--- config.mk ---
export PLATFORM = sky130hd
export DESIGN_NAME = hilo_mul_unit_flat
export DESIGN_NICKNAME = d
export VERILOG_FILES = /design/src/rtl/hilo_mul_unit_pkg.sv /design/src/rtl/hilo_mul_unit_if.sv /design/src/rtl/hilo_mul_unit_core.sv /design/src/rtl/hilo_mul_unit.sv /design/src/flat_wrapper.sv
export SDC_FILE = /design/constraint.sdc
export NUM_CORES = 1
export LEC_CHECK = 0
export BUFFER_PORTS_ARGS = -buffer_cell sky130_fd_sc_hd__buf_2
export CAP_MARGIN = 25
export CORE_ASPECT_RATIO = 2
export CORE_MARGIN = 2
export CORE_UTILIZATION = 51
export DETAILED_ROUTE_END_ITERATION = 10
export GPL_ROUTABILITY_DRIVEN = 0
export PLACE_DENSITY_LB_ADDON = 0.2
export SYNTH_ARGS = -nofsm -noshare
export SYNTH_HDL_FRONTEND = slang
export SYNTH_SLANG_ARGS = --single-unit
export TNS_END_PERCENT = 10
--- constraint.sdc ---
create_clock -name clk -period 3.7 [get_ports clk]
set_input_delay 0.37 -clock clk [delete_from_list [all_inputs] [get_ports clk]]
set_output_delay 0.37 -clock clk [all_outputs]
set_load 0.02 [all_outputs]
--- src/rtl/hilo_mul_unit_pkg.sv ---
// Shared definitions for the HI/LO multiply unit: widths, alucontrol codes and FSM states.
// Optional build macro HILO_EARLY_TERM_EN is consumed by hilo_mul_core.
package hilo_mul_unit_pkg;

  localparam int unsigned WIDTH = 32;
  localparam int unsigned CNT_W = 6;

  localparam logic [4:0] MULT_CONTROL  = 5'b10000;
  localparam logic [4:0] MULTU_CONTROL = 5'b10001;
  localparam logic [4:0] MTHI_CONTROL  = 5'b10010;
  localparam logic [4:0] MTLO_CONTROL  = 5'b10011;
  localparam logic [4:0] MFHI_CONTROL  = 5'b10100;
  localparam logic [4:0] MFLO_CONTROL  = 5'b10101;

  typedef enum logic [1:0] {
    S_IDLE = 2'd0,
    S_MUL  = 2'd1,
    S_DONE = 2'd2
  } state_e;

  typedef struct packed {
    logic             signed_op;
    logic [WIDTH-1:0] a;
    logic [WIDTH-1:0] b;
  } mul_req_t;

  function automatic logic is_mul(input logic [4:0] code);
    return (code == MULT_CONTROL) || (code == MULTU_CONTROL);
  endfunction

endpackage

--- src/rtl/hilo_mul_unit_if.sv ---
// E-stage request/response bundle between the pipeline and the HI/LO multiply unit.
interface hilo_mul_unit_if;
  import hilo_mul_unit_pkg::*;

  logic [4:0]       alucontrol;
  logic             start;
  logic             flush;
  logic [WIDTH-1:0] srca;
  logic [WIDTH-1:0] srcb;
  logic             stall_e;
  logic             done;
  logic [WIDTH-1:0] hilo_result;
  logic [WIDTH-1:0] hi;
  logic [WIDTH-1:0] lo;

  modport master (
    output alucontrol, start, flush, srca, srcb,
    input  stall_e, done, hilo_result, hi, lo
  );

  modport slave (
    input  alucontrol, start, flush, srca, srcb,
    output stall_e, done, hilo_result, hi, lo
  );

endinterface

--- src/rtl/hilo_mul_unit_core.sv ---
// Shift-add multiplier datapath: operand magnitudes, {acc, mplr} product register, counter, sign fix-up.
// With HILO_EARLY_TERM_EN the iteration stops once the remaining multiplier bits are zero.
module hilo_mul_core
  import hilo_mul_unit_pkg::*;
(
  input  logic               clk,
  input  logic               rst,
  input  logic               i_load,
  input  mul_req_t           i_req,
  input  logic               i_step,
  output logic               o_last_c,
  output logic [2*WIDTH-1:0] o_product_c
);

  logic [WIDTH-1:0]   r_mcand;
  logic [WIDTH-1:0]   r_acc;
  logic [WIDTH-1:0]   r_mplr;
  logic               r_neg;
  logic [CNT_W-1:0]   r_cnt;

  logic [WIDTH-1:0]   w_a_mag;
  logic [WIDTH-1:0]   w_b_mag;
  logic [WIDTH:0]     w_sum;
  logic [WIDTH-1:0]   w_acc_nxt;
  logic [WIDTH-1:0]   w_mplr_nxt;
  logic [2*WIDTH-1:0] w_raw;
  logic               w_rest_zero;

  always_comb begin
    w_a_mag    = (i_req.signed_op && i_req.a[WIDTH-1]) ? -i_req.a : i_req.a;
    w_b_mag    = (i_req.signed_op && i_req.b[WIDTH-1]) ? -i_req.b : i_req.b;
    // Carry of the add lands in acc's MSB after the shift.
    w_sum      = {1'b0, r_acc} + (r_mplr[0] ? {1'b0, r_mcand} : '0);
    w_acc_nxt  = w_sum[WIDTH:1];
    w_mplr_nxt = {w_sum[0], r_mplr[WIDTH-1:1]};
  end

`ifdef HILO_EARLY_TERM_EN
  // After this step the low (WIDTH-1-r_cnt) bits of mplr are still unconsumed multiplier.
  always_comb begin
    w_rest_zero = 1'b1;
    for (int i = 0; i < int'(WIDTH); i++) begin
      if (((i + int'(r_cnt)) < (int'(WIDTH) - 1)) && w_mplr_nxt[i]) w_rest_zero = 1'b0;
    end
  end

  assign o_last_c = (r_cnt == CNT_W'(WIDTH - 1)) || w_rest_zero;
  assign w_raw    = {r_acc, r_mplr} >> (CNT_W'(WIDTH) - r_cnt);
`else
  assign w_rest_zero = 1'b0;
  assign o_last_c    = (r_cnt == CNT_W'(WIDTH - 1)) || w_rest_zero;
  assign w_raw       = {r_acc, r_mplr};
`endif

  assign o_product_c = r_neg ? -w_raw : w_raw;

  always_ff @(posedge clk) begin
    if (!rst) begin
      r_mcand <= '0;
      r_acc   <= '0;
      r_mplr  <= '0;
      r_neg   <= 1'b0;
      r_cnt   <= '0;
    end else if (i_load) begin
      r_mcand <= w_a_mag;
      r_acc   <= '0;
      r_mplr  <= w_b_mag;
      r_neg   <= i_req.signed_op & (i_req.a[WIDTH-1] ^ i_req.b[WIDTH-1]);
      r_cnt   <= '0;
    end else if (i_step) begin
      r_acc   <= w_acc_nxt;
      r_mplr  <= w_mplr_nxt;
      r_cnt   <= r_cnt + CNT_W'(1);
    end
  end

endmodule

--- src/rtl/hilo_mul_unit.sv ---
// HI/LO unit: issue/iterate/commit FSM, architectural HI/LO registers and MFHI/MFLO read mux.
// Build macro HILO_EARLY_TERM_EN (in hilo_mul_core) enables data-dependent multiply latency.
module hilo_mul_unit
  import hilo_mul_unit_pkg::*;
(
  input  logic            clk,
  input  logic            rst,
  hilo_mul_unit_if.slave  bus
);

  state_e             r_state;
  state_e             w_state_nxt;
  logic [WIDTH-1:0]   r_hi;
  logic [WIDTH-1:0]   r_lo;

  logic               w_load;
  logic               w_step;
  logic               w_commit;
  logic               w_wr_hi;
  logic               w_wr_lo;
  logic               w_last;
  logic [2*WIDTH-1:0] w_product;
  mul_req_t           w_req;

  always_comb begin
    w_req.signed_op = (bus.alucontrol == MULT_CONTROL);
    w_req.a         = bus.srca;
    w_req.b         = bus.srcb;
  end

  hilo_mul_core u_core (
    .clk         (clk),
    .rst         (rst),
    .i_load      (w_load),
    .i_req       (w_req),
    .i_step      (w_step),
    .o_last_c    (w_last),
    .o_product_c (w_product)
  );

  always_comb begin
    w_state_nxt = r_state;
    w_load      = 1'b0;
    w_step      = 1'b0;
    w_commit    = 1'b0;
    w_wr_hi     = 1'b0;
    w_wr_lo     = 1'b0;
    bus.stall_e = 1'b0;
    bus.done    = 1'b0;
    case (r_state)
      S_IDLE: begin
        if (bus.start && !bus.flush) begin
          if (is_mul(bus.alucontrol)) begin
            w_load      = 1'b1;
            bus.stall_e = 1'b1;
            w_state_nxt = S_MUL;
          end else if (bus.alucontrol == MTHI_CONTROL) begin
            w_wr_hi = 1'b1;
          end else if (bus.alucontrol == MTLO_CONTROL) begin
            w_wr_lo = 1'b1;
          end
        end
      end
      S_MUL: begin
        if (bus.flush) begin
          w_state_nxt = S_IDLE;
        end else begin
          w_step      = 1'b1;
          bus.stall_e = 1'b1;
          if (w_last) w_state_nxt = S_DONE;
        end
      end
      S_DONE: begin
        // start still belongs to the completing multiply, so it is not decoded here.
        w_state_nxt = S_IDLE;
        if (!bus.flush) begin
          bus.done = 1'b1;
          w_commit = 1'b1;
        end
      end
      default: w_state_nxt = S_IDLE;
    endcase
  end

  always_ff @(posedge clk) begin
    if (!rst) r_state <= S_IDLE;
    else      r_state <= w_state_nxt;
  end

  always_ff @(posedge clk) begin
    if (!rst) begin
      r_hi <= '0;
      r_lo <= '0;
    end else if (w_commit) begin
      r_hi <= w_product[2*WIDTH-1:WIDTH];
      r_lo <= w_product[WIDTH-1:0];
    end else begin
      if (w_wr_hi) r_hi <= bus.srca;
      if (w_wr_lo) r_lo <= bus.srca;
    end
  end

  always_comb begin
    bus.hilo_result = '0;
    if (bus.alucontrol == MFHI_CONTROL)      bus.hilo_result = r_hi;
    else if (bus.alucontrol == MFLO_CONTROL) bus.hilo_result = r_lo;
  end

  assign bus.hi = r_hi;
  assign bus.lo = r_lo;

endmodule

--- src/flat_wrapper.sv ---
// flat-port wrapper written by rule: the top's interface ports become plain ports
module hilo_mul_unit_flat import hilo_mul_unit_pkg::*;
  (clk, rst, bus_alucontrol, bus_start, bus_flush, bus_srca, bus_srcb, bus_stall_e, bus_done, bus_hilo_result, bus_hi, bus_lo);
  hilo_mul_unit_if bus_i ();
  input  logic clk;
  input  logic rst;
  input wire logic [$bits(bus_i.alucontrol)-1:0] bus_alucontrol;
  input wire logic [$bits(bus_i.start)-1:0] bus_start;
  input wire logic [$bits(bus_i.flush)-1:0] bus_flush;
  input wire logic [$bits(bus_i.srca)-1:0] bus_srca;
  input wire logic [$bits(bus_i.srcb)-1:0] bus_srcb;
  output wire logic [$bits(bus_i.stall_e)-1:0] bus_stall_e;
  output wire logic [$bits(bus_i.done)-1:0] bus_done;
  output wire logic [$bits(bus_i.hilo_result)-1:0] bus_hilo_result;
  output wire logic [$bits(bus_i.hi)-1:0] bus_hi;
  output wire logic [$bits(bus_i.lo)-1:0] bus_lo;
  assign bus_i.alucontrol = bus_alucontrol;
  assign bus_i.start = bus_start;
  assign bus_i.flush = bus_flush;
  assign bus_i.srca = bus_srca;
  assign bus_i.srcb = bus_srcb;
  assign bus_stall_e = bus_i.stall_e;
  assign bus_done = bus_i.done;
  assign bus_hilo_result = bus_i.hilo_result;
  assign bus_hi = bus_i.hi;
  assign bus_lo = bus_i.lo;
  hilo_mul_unit u_core (.clk(clk), .rst(rst), .bus(bus_i));
endmodule
After elaboration in Yosys (flattened, before gate mapping)
Index checks and enable logic that the tools add are counted.
{"block": "word_totals", "register_bits": 169, "latch_bits": 0, "ram_bits": 0, "mem_bits_ro": 0, "inputBits": 73, "output_inout_bits": 98, "elab_cells": 72, "mem_count": 0}
{"block": "op_classes", "addsub": 5, "n_mul": 0, "n_div": 0, "n_lt_le_gt_ge": 0, "eq_ne": 12, "shifts": 0, "muxes": 33, "bitwise_logic": 3, "n_reduce_logical": 11}
{"op": "32-bit two-way mux", "count": 11}
{"op": "64-bit two-way mux", "count": 1}
{"op": "32-bit negator", "count": 2}
{"op": "64-bit negator", "count": 1}
{"op": "32-bit by 32-bit adder with 33-bit output", "count": 1}
{"op": "5-bit == test, second input constant", "count": 6}
{"op": "1-bit two-way mux", "count": 15}
{"op": "2-bit two-way mux", "count": 4}
{"op": "6-bit by 1-bit adder with 6-bit output, second input constant", "count": 1}
{"op": "6-bit by 5-bit == test with 1-bit output, second input constant", "count": 1}
{"op": "2-bit nonzero test", "count": 3}
{"op": "2-bit != test, second input constant", "count": 2}
{"op": "2-bit one-hot mux with 2 select lines", "count": 1}
{"op": "1-bit logical AND", "count": 3}
{"op": "3-bit != test, second input constant", "count": 1}
{"op": "3-bit AND reduction", "count": 1}
{"op": "2-bit by 1-bit == test with 1-bit output, second input constant", "count": 1}
{"op": "2-bit == test, second input constant", "count": 1}
{"op": "2-bit logical NOT", "count": 1}
{"op": "1-bit one-hot mux with 2 select lines", "count": 1}
{"op": "2-bit OR reduction", "count": 1}
{"op": "1-bit bitwise AND", "count": 1}
{"op": "1-bit logical NOT", "count": 1}
{"op": "1-bit logical OR", "count": 1}
{"op": "2 further kinds", "count": 2}

Longest topological paths before layout
{"block": "logic_depth", "ltp_word": 8, "mapped_depth": 12, "depth_no_buf": 11}

By module
From an unflattened synthesis, not the netlist that was laid out.
{"block": "unflattened", "hier_cells": 1531, "area_unflattened_um2": 12401.9}
{"module": "hilo_mul_core", "n_inst": 1, "cells_per_inst": 1074, "area_each_um2": 8461.9, "seq_area_each_um2": 2062.0}
{"module": "hilo_mul_unit", "n_inst": 1, "cells_per_inst": 457, "area_each_um2": 3940.0, "seq_area_each_um2": 1321.3}

Least setup slack after synthesis
OpenSTA, ideal clock, no wires.
{"block": "synth_path", "path_type": "register to register", "startpoint": "reg u_core.u_core.r_mplr[22]", "endpoint": "reg u_core.r_hi[24], in the netlist u_core.bus.hi[24]", "setup_time_ns": 0.134, "arrival_time_ns": 2.969, "required_time_ns": 3.566, "slack_ns": 0.597, "path_stages_with_launch": 9, "path_buffers": 0, "period_less_slack_ns": 3.103, "cell_sequence": "dfxtp_1 > or4_4 > or4_4 > or4_4 > or3_4 > or3_4 > o31ai_4 > xor2_1 > o22ai_1"}
{"block": "synth_between", "elab_chain_len": 3}
{"element": "start: declaration", "line_no": "hilo_mul_unit_core.sv:17", "rtl": "logic [WIDTH-1:0] r_mplr;"}
{"element": "start signal: assignment", "line_no": "hilo_mul_unit_core.sv:67", "rtl": "r_mplr <= w_b_mag;"}
{"element": "start signal: assignment", "line_no": "hilo_mul_unit_core.sv:72", "rtl": "r_mplr <= w_mplr_nxt;"}
{"element": "64-bit negator", "line_no": "hilo_mul_unit_core.sv:55", "rtl": "assign o_product_c = r_neg ? -w_raw : w_raw;"}
{"element": "64-bit two-way mux", "line_no": "hilo_mul_unit_core.sv:55"}
{"element": "32-bit two-way mux", "line_no": "hilo_mul_unit.sv:94", "rtl": "end else if (w_commit) begin"}
{"element": "end signal: assignment", "line_no": "hilo_mul_unit.sv:95", "rtl": "r_hi <= w_product[2*WIDTH-1:WIDTH];"}
{"element": "end signal: assignment", "line_no": "hilo_mul_unit.sv:98", "rtl": "if (w_wr_hi) r_hi <= bus.srca;"}
{"element": "end: declaration", "line_no": "hilo_mul_unit.sv:13", "rtl": "logic [WIDTH-1:0] r_hi;"}
No other way between the ends.
A chain may end at the register's enable or synchronous reset.

Final worst setup path
{"block": "layout_path", "startpoint": "reg u_core.u_core.r_mplr[10]", "endpoint": "reg u_core.r_hi[17], in the netlist u_core.bus.hi[17]"}
The elaborated chain is that of the path after synthesis.

==> run_results.csv <==
group,metric,value,unit
die,num_rows,77,
layout,drive_gt1_share,15.81,%
route,drcViolationCount,0,
synthesis,synth_nets,1611,
layout,nFillCells,2088,
timing,finClkSkew,0.007809,ns
power,peakVddDrop,0.2807,mV
synthesis,yosysUniqueCellTypes,61,
min_path,hold_depth,3,
timing,min_period_over_period,91.49,%
worst_setup_path,crit_arrival,3.71,ns
min_path,min-delay-start,"bus_srcb[27]",
layout,multi_input_area,0.007540,sq mm
timing,fmax,295.4,MHz
grt,grt_pass1_wl,59800,microns
timing,fin_ws,0.3147,ns
worst_setup_path,worst_setup_path_start_kind,"flop",
power,p_int,2995,uW
synthesis,async_reset_ff_share,0,%
timing,min_period,3.385,ns
clocking,clkTransAtPathRegs,0.07,ns
worst_setup_path,worstRegToRegCells,8,
synthesis,syn_avg_cell_area,7.546,sq um
worst_setup_path,rrSetupSlack,0.31,ns
synthesis,synth_edf_count,0,
clocking,cts_max_level,4,
layout,synthToLayoutAreaGrowth,15.54,%
power,pwr-share-seq,45.5,%
die,die_h,214.8,microns
timing,worst_pin_slew,0.8533,ns
worst_setup_path,r2r-end,"u_core.bus.hi[17]",
die,coreArea,0.02197,sq mm
synthesis,synth_most_common_cell,"nor2_1",
worst_setup_path,path_class,"flop to flop",
grt,grt_max_degree,59,
synthesis,yosys_warnings,0,
route,via_per_inst,6.172,
timing,finalSetupViolations,0,
clocking,holdBufCountCts,0,
layout,regArea,0.003385,sq mm
power,pwr-share-clk,45.4,%
clocking,cts.path.max_buffers,2,
grt,grt_pass1_vias,11340,
min_path,hold_end,"u_core.u_core.r_mplr[27]",
power,switching_share,26.14,%
synthesis,synth_area,0.01133,sq mm
placement,dp_slack,0.4070,ns
timing,maxSlewHeadroom,42.67,%
route,vias,11810,
status,status,"finished clean",
die,ios,171,
grt,grt_usage,32.87,%
clocking,cts_root_buffer,"clkbuf_16",
synthesis,netlist.area_leader.share,29.87,%
timing,hold_viol,0,
placement,portBuffers,170,
die,start_util,51.57,%
power,combPwrFrac,9.1,%
power,p_switching,1060,uW
min_path,hp-class,"input pin to flop",
route,routedWlPerCell,20.13,microns
run,maxCapViolations,0,
synthesis,synthFlopType,"dfxtp_1",
route,drtIter0Drc,877,
clocking,cts.sinks,169,
layout,diodes,0,
grt,overflow,0,
timing,rsz0062_at_grt,"no",
route,dr.pass1.iters,5,
worst_setup_path,cp_max_fo,10,
grt,grt_antenna_before_repair,0,
die,die_x,109.4,microns
clocking,clk_latency,0.44,ns
synthesis,synth_cells,1501,
synthesis,synth_area_leaders,"dfxtp_1, xor2_1, nor2_1",
route,postRouteAntennaNets,0,
timing,tns,0,ns
die,dieArea,0.02349,sq mm
power,power_density,309.8,mW/mm^2
synthesis,synth_seq_cells,169,
placement,dpl.hpwl,29420,microns
worst_setup_path,crit_required,4.02,ns
clocking,cts_tree,"done",
layout,fin_nets,1735,
worst_setup_path,endpoint_kind,"flop",
synthesis,netlist_top_cells_count,"nor2_1, nand2_1, dfxtp_1, o21ai_0, xor2_1",
timing,drv_slew,0,
synthesis,seq_area_frac_synth,29.87,%
clocking,cts.repair.resized,0,
clocking,post-cts-setup-buffer-count,0,
clocking,numCtsBuffers,17,
power,power_leakage,0.005352,uW
synthesis,synth_largest_area_cell,"dfxtp_1",
worst_setup_path,reg2reg_from,"u_core.u_core.r_mplr[10]",
route,drt-total-wl,38530,microns
==> per-layer routing <==
layer	GRT usage, %	routed length, microns	vias to the layer above
met3	4.155	2023	129
met5	0	0	-
met2	58.77	20060	479
met4	18.57	2406	0
met1	36.18	14040	5574
li1	-	-	5631
==> stage by stage <==
| stage | std cells | utilization (%) | area (sq um) | hold slack, ns | power, uW |
|---|---|---|---|---|---|
| after floorplan | 1501 | - | 11330 | 0.4183 | 2081 |
| after global placement | 1880 | 56.61 | 12440 | 0.4444 | 2241 |
| after detailed placement | 1882 | 56.86 | 12490 | 0.4491 | 2248 |
| after CTS | 1914 | 59.58 | 13090 | 0.2549 | 4060 |
| after global routing | 1914 | 59.58 | 13090 | 0.2704 | 4160 |
| final | 1914 | 59.58 | 13090 | 0.2691 | 4055 |
==> worst max-delay path by stage <==
stage                                        start                       to  slack, ns  cells after the start
final                     u_core.u_core.r_mplr[10]        u_core.bus.hi[17]       0.31                      8
after global placement    u_core.u_core.r_mplr[22]        u_core.bus.hi[24]       0.40                      8
after global routing       u_core.u_core.r_mplr[0]  u_core.u_core.r_acc[24]       0.16                     10
after floorplan           u_core.u_core.r_mplr[22]        u_core.bus.hi[24]       0.60                      8
after CTS                 u_core.u_core.r_mplr[10]        u_core.bus.hi[17]       0.38                      8
after detailed placement  u_core.u_core.r_mplr[22]        u_core.bus.hi[24]       0.41                      8
==> cell type report <==
class | instances | share of cell area [%]
Tap cell | 276 | 2.639
Sequential cell | 169 | 25.86
Clock inverter | 12 | 1.071
Inverter | 17 | 0.4971
Clock buffer | 20 | 3.489
Timing Repair Buffer | 202 | 8.834
Multi-Input combinational cell | 1218 | 57.61
==> kinds of logic (layout without fill, tap and decap cells) <==
kind of cell,after synthesis,count (layout),synth area share [%]
multiplexers,37,37,3.281
AND/OR/NAND/NOR,586,586,24.05
adder cells (fa/ha/maj),37,37,4.153
buffers and inverters,114,251,3.778
AO/OA/AOI/OAI,411,411,23.51
flip-flops,169,169,29.87
XOR/XNOR,147,147,11.37
==> power by group through the flow <==
stage,combinational [uW],clock [uW],sequential (uW)
3_5_place_dp,363,0,1890
5_1_grt,393,1920,1840
6_report,370,1840,1840
4_1_cts,363,1850,1840
3_3_place_gp,356,0,1880
2_1_floorplan,197,0,1880
==> cell usage in the layout (no fill, tap or decap), types with 35 or more instances in the layout <==
| cell type | count |
|---|---|
| nor2_1 | 188 |
| nand2_1 | 177 |
| buf_2 | 170 |
| dfxtp_1 | 168 |
| o21ai_0 | 92 |
| xor2_1 | 90 |
| a21oi_1 | 84 |
| xnor2_1 | 57 |
| nand3_1 | 48 |
| a22oi_1 | 41 |
| a211oi_1 | 39 |
| and2_1 | 36 |
| mux2i_1 | 36 |
| ha_1 | 36 |
| o22ai_1 | 35 |
==> critical path, cell delays in order, from the launching register on <==
cell      delay, ns
dfxtp_1        0.37
or4_1          0.61
nand2b_1       0.25
or3_1          0.59
o31ai_1        0.64
nand2_1        0.28
xor2_1         0.21
a221oi_1       0.24
nor2_1         0.06
==> state kept, by name (all words and copies together) (netlist names) <==
register,cells
u_core.bus.hi,32
u_core.bus.lo,32
u_core.u_core.r_acc,32
u_core.u_core.r_mcand,32
u_core.u_core.r_mplr,32
u_core.u_core.r_cnt,6
u_core.r_state,2
u_core.u_core.r_neg,1
No activity file was read; power rests on OpenSTA's default activity.
